File: config.mk
export PLATFORM = sky130hd
export DESIGN_NAME = frame_tx_framer
export DESIGN_NICKNAME = d
export VERILOG_FILES = /design/src/rtl/frame_tx_framer.sv
export SDC_FILE = /design/constraint.sdc
export NUM_CORES = 1
export LEC_CHECK = 0
export ABC_AREA = 1
export ABC_CLOCK_PERIOD_IN_PS = 3600
export BUFFER_PORTS_ARGS = -buffer_cell sky130_fd_sc_hd__buf_2
export CAP_MARGIN = 40
export CORE_ASPECT_RATIO = 0.6
export CORE_MARGIN = 2
export CORE_UTILIZATION = 25
export CTS_BUF_LIST = sky130_fd_sc_hd__clkbuf_4
export CTS_CLUSTER_SIZE = 8
export DETAILED_ROUTE_END_ITERATION = 8
export PLACE_DENSITY = 0.53
export SKIP_CTS_REPAIR_TIMING = 1
export SLEW_MARGIN = 20
export SYNTH_ARGS = -nofsm -noshare
export SYNTH_HDL_FRONTEND = slang
export SYNTH_SLANG_ARGS = --single-unit
File: constraint.sdc
create_clock -name clk_i -period 3.6 [get_ports clk_i]
set_input_delay 0.72 -clock clk_i [delete_from_list [all_inputs] [get_ports clk_i]]
set_output_delay 0.72 -clock clk_i [all_outputs]
set_load 0.02 [all_outputs]
File: src/rtl/frame_tx_framer.sv
// Transmit framer: prefixes each frame of packed pixel bytes with a two-byte SOF header
// and only loads new output bytes while the host's synchronized CTS is asserted.
module frame_tx_framer #(
    parameter int                 width_p       = 8,
    parameter int                 frame_bytes_p = 9600,
    parameter logic [width_p-1:0] sof0_p        = 8'hA5,
    parameter logic [width_p-1:0] sof1_p        = 8'h5A
) (
    input  logic               clk_i,
    input  logic               reset_i,
    input  logic               valid_i,
    input  logic [width_p-1:0] data_i,
    output logic               ready_o,
    output logic               valid_o,
    output logic [width_p-1:0] data_o,
    input  logic               ready_i,
    input  logic               cts_i,
    output logic               frame_done_o
);

    localparam int cnt_w_lp = (frame_bytes_p > 1) ? $clog2(frame_bytes_p) : 1;
    localparam logic [cnt_w_lp-1:0] last_idx_lp = cnt_w_lp'(frame_bytes_p - 1);

    typedef enum logic [1:0] {
        IDLE,
        HDR1,
        PAYLOAD
    } state_e;

    state_e               state_r, state_n;
    logic [cnt_w_lp-1:0]  cnt_r, cnt_n;
    logic                 cts_meta_r, cts_s;
    logic                 last_r, last_n;
    logic                 load;
    logic [width_p-1:0]   load_data;
    logic                 slot_free, load_ok;

    always_comb begin
        slot_free = ~valid_o | ready_i;
        load_ok   = slot_free & cts_s;
        state_n   = state_r;
        cnt_n     = cnt_r;
        load      = 1'b0;
        load_data = data_i;
        last_n    = 1'b0;
        ready_o   = 1'b0;
        case (state_r)
            IDLE: begin
                // Header starts only once the packer has a byte waiting; that byte stays unconsumed.
                if (valid_i && load_ok) begin
                    load      = 1'b1;
                    load_data = sof0_p;
                    state_n   = HDR1;
                end
            end
            HDR1: begin
                if (load_ok) begin
                    load      = 1'b1;
                    load_data = sof1_p;
                    state_n   = PAYLOAD;
                end
            end
            PAYLOAD: begin
                ready_o = load_ok;
                if (valid_i && load_ok) begin
                    load = 1'b1;
                    if (cnt_r == last_idx_lp) begin
                        cnt_n   = '0;
                        last_n  = 1'b1;
                        state_n = IDLE;
                    end else begin
                        cnt_n = cnt_r + 1'b1;
                    end
                end
            end
            default: state_n = IDLE;
        endcase
    end

    always_ff @(posedge clk_i) begin
        if (reset_i) begin
            state_r    <= IDLE;
            cnt_r      <= '0;
            cts_meta_r <= 1'b0;
            cts_s      <= 1'b0;
            valid_o    <= 1'b0;
            data_o     <= '0;
            last_r     <= 1'b0;
        end else begin
            cts_meta_r <= cts_i;
            cts_s      <= cts_meta_r;
            state_r    <= state_n;
            cnt_r      <= cnt_n;
            if (load) begin
                valid_o <= 1'b1;
                data_o  <= load_data;
                last_r  <= last_n;
            end else if (ready_i) begin
                valid_o <= 1'b0;
                last_r  <= 1'b0;
            end
        end
    end

    assign frame_done_o = valid_o & ready_i & last_r;

endmodule

==> results.sh <==
export IMPL_yosysMostFrequentCell="nand2_1"
export IMPL_drc_errors=0
export IMPL_maxCapViolCount=0
export IMPL_synth_fp_nets=215
export IMPL_switching_share_pct=23.5
export IMPL_p_clk_share_pct=27.0
export IMPL_syn_area_um2=1360
export IMPL_fin_crit_ps=2010
export IMPL_antenna_found_initial=0
export IMPL_fin_crit_sh_pct=55.8
export IMPL_globalplace_congestion=0.821
export IMPL_cts_tree="yes"
export IMPL_clock_path_buffers=2
export IMPL_synth_edf_count=0
export IMPL_drive_gt1_share_pct=18.8
export IMPL_syn2layout_area_growth_pct=14.5
export IMPL_htreeDepth=1
export IMPL_grt_setup_unrepaired="false"
export IMPL_grt_pass1_wl_um=4980
export IMPL_finalPower_w=0.000476
export IMPL_synth_compound_area_share_pct=9.08
export IMPL_setup_viol=0
export IMPL_synth_adder_area_share_pct=0.917
export IMPL_drtAntennaViolNets=0
export IMPL_hold_viol=0
export IMPL_synthCells=201
export IMPL_synth_top_area_cell="dfxtp_1"
export IMPL_wirelength_um=3070
export IMPL_yosysSeqAreaShare_pct=41.1
export IMPL_path_clk_slew_ps=140
export IMPL_numCtsBuffers=3
export IMPL_start_util_pct=26.5
export IMPL_synthTopCellsByArea="dfxtp_1 (41%), nand2_1 (14%), nor2_1 (8.5%), inv_1 (6.1%), a21oi_1 (4.4%)"
export IMPL_fillCellCount=598
export IMPL_crit_family="buffers and inverters"
export IMPL_via_count=1267
export IMPL_synthMuxAreaShare_pct=0
export IMPL_drt_first_iter_violations=75
export IMPL_crit_buf_inv=3
export IMPL_synth_top_area_share_pct=41.1
export IMPL_relSlewSlack_pct=59.0
export IMPL_intPower_w=0.000365
export IMPL_core_um2=5150
export IMPL_synth_area_per_cell_um2=6.79
export IMPL_yosysUniqueCellTypes=23
export IMPL_netlist_top_cells_count="nand2_1 (52), nor2_1 (31), dfxtp_1 (28), inv_1 (22), a21oi_1 (12)"
export IMPL_synth_xor_area_share_pct=1.93
export IMPL_critPathMaxFanout=5
export IMPL_synth_top_family_by_area="simple AND/OR/NAND/NOR gates"
export IMPL_wl_per_cell_um=10.6
export IMPL_slew_viol_final=0
export IMPL_grt_overflow=0
export IMPL_fin_nets=240
export IMPL_yosysWarningCount=0
export IMPL_grt_pass1_vias=1021
export IMPL_cpPeakStageDelay_ps=160
export IMPL_die_w_um=99.4
export IMPL_tightest_slew_ps=610
export IMPL_dr_pass1_iters=4
export IMPL_viasPerCell=4.37
export IMPL_die_area_um2=6080
export IMPL_place_hpwl_um=2390
export IMPL_required_ps=2880
export IMPL_p_leak_nw=0.688
export IMPL_cts_sinks=28
export IMPL_antenna_cells=0
export IMPL_status="finished clean"
export IMPL_async_flop_share_pct=0
export IMPL_worstSetupPathType="in -> out"
export IMPL_power_frac_seq_pct=66.6
export IMPL_hp_class="reg -> reg"
export IMPL_whs_ps=414
export IMPL_clock_root_buffer="clkbuf_4"
export IMPL_die_h_um=61.2
export IMPL_rows=20
export IMPL_path_cells="buf_2 > inv_2 > nand2_2 > nand2_2 > nor2_1 > buf_2"
export IMPL_clk_latency_ps=330
export IMPL_fin_worst_skew_ps=12.0
export IMPL_power_density_nw_per_um2=305
export IMPL_p_sw_w=0.000112
export IMPL_grt_max_degree=19
export IMPL_fin_tns_setup_ps=0
export IMPL_ir_drop_mv=0.132
export IMPL_grt_total_usage_pct=10.5
export IMPL_cp_end_kind="primary output"
export IMPL_final_util_pct=30.3
export IMPL_max_clock_freq_ghz=0.498
export IMPL_yosys_area_share_simple_pct=38.2
export IMPL_cp_start_kind="input port"
export IMPL_p_comb_share_pct=6.4
export IMPL_port_buffers=23
export IMPL_critPathArrivalTime_ps=1290
export IMPL_synth_seq_cells=28
export IMPL_critPathSlowestCell="buf_2"
export IMPL_synth_top_flop_cell="dfxtp_1"
export IMPL_io_pins=24
==> worst reg2reg max path: cells and delay by family (launching register included) <==
family        cells  cell delay [ps]
fa+ha+maj         1              220
simple gates      6              970
buf+inv           1               40
flops             1              400
==> stage by stage <==
stage | cells | setup WS (ps) | instance area [um2]
6_report | 290 | 1590 | 1560
5_1_grt | 290 | 1540 | 1560
4_1_cts | 290 | 1590 | 1560
3_5_place_dp | 287 | 1590 | 1540
3_3_place_gp | 287 | 1580 | 1540
2_1_floorplan | 201 | 1680 | 1360
==> power by group through the flow <==
stage / combinational (W) / clock, W / sequential [W]
after global placement: 0.0000309 / 0 / 0.000324
after floorplan: 0.0000151 / 0 / 0.000327
after global routing: 0.0000348 / 0.000146 / 0.000318
after CTS: 0.0000311 / 0.000135 / 0.000317
after detailed placement: 0.0000310 / 0 / 0.000324
final: 0.0000305 / 0.000129 / 0.000317
==> state kept, by name (all words and copies together) (netlist names) <==
name        cells
state_r         2
valid_o         1
data_o          8
last_r          1
cts_s           1
cnt_r          14
cts_meta_r      1
==> cells in the final DEF, fill, tap and decap left out, drive strengths merged, types with 3 or more instances in the layout <==
cell type | Yosys | final
buf | 2 | 23
xor2 | 3 | 3
nand4 | 4 | 4
nand2 | 54 | 54
o21ai | 10 | 10
nand3 | 12 | 12
dfxtp | 28 | 28
a21oi | 12 | 12
clkbuf | 1 | 3
nor2 | 37 | 37
nor3 | 7 | 7
inv | 26 | 26
==> cell type report <==
cell class | instances | area [um2] | share of cell area, %
timing repair buffer | 23 | 115 | 7.37
clock buffer | 3 | 22.5 | 1.44
tap | 66 | 82.6 | 5.29
sequential | 28 | 561 | 35.9
inverter | 26 | 97.6 | 6.25
multi-input combinational | 144 | 683 | 43.7
==> worst paths after layout <==
path / start / end / slack, ps / cells after the start
min: cts_meta_r / cts_s / 410 / 2
max reg2reg: cnt_r[0] / cnt_r[5] / 1910 / 8
min reg2reg: cts_meta_r / cts_s / 410 / 2
max: ready_i / ready_o / 1590 / 6
==> per-layer routing <==
metal	vias up	GRT usage (%)	wire, um
li1	680	-	-
met1	549	17.0	1810
met2	36	13.1	1050
met3	2	3.18	187
met4	0	2.35	31
met5	-	0	0
==> cells by family after synthesis <==
family,after synthesis
simple gates,116
buf+inv,29
flops,28
compound gates,24
xor+xnor,3
fa+ha+maj,1
(Power assumes the default switching activity.)
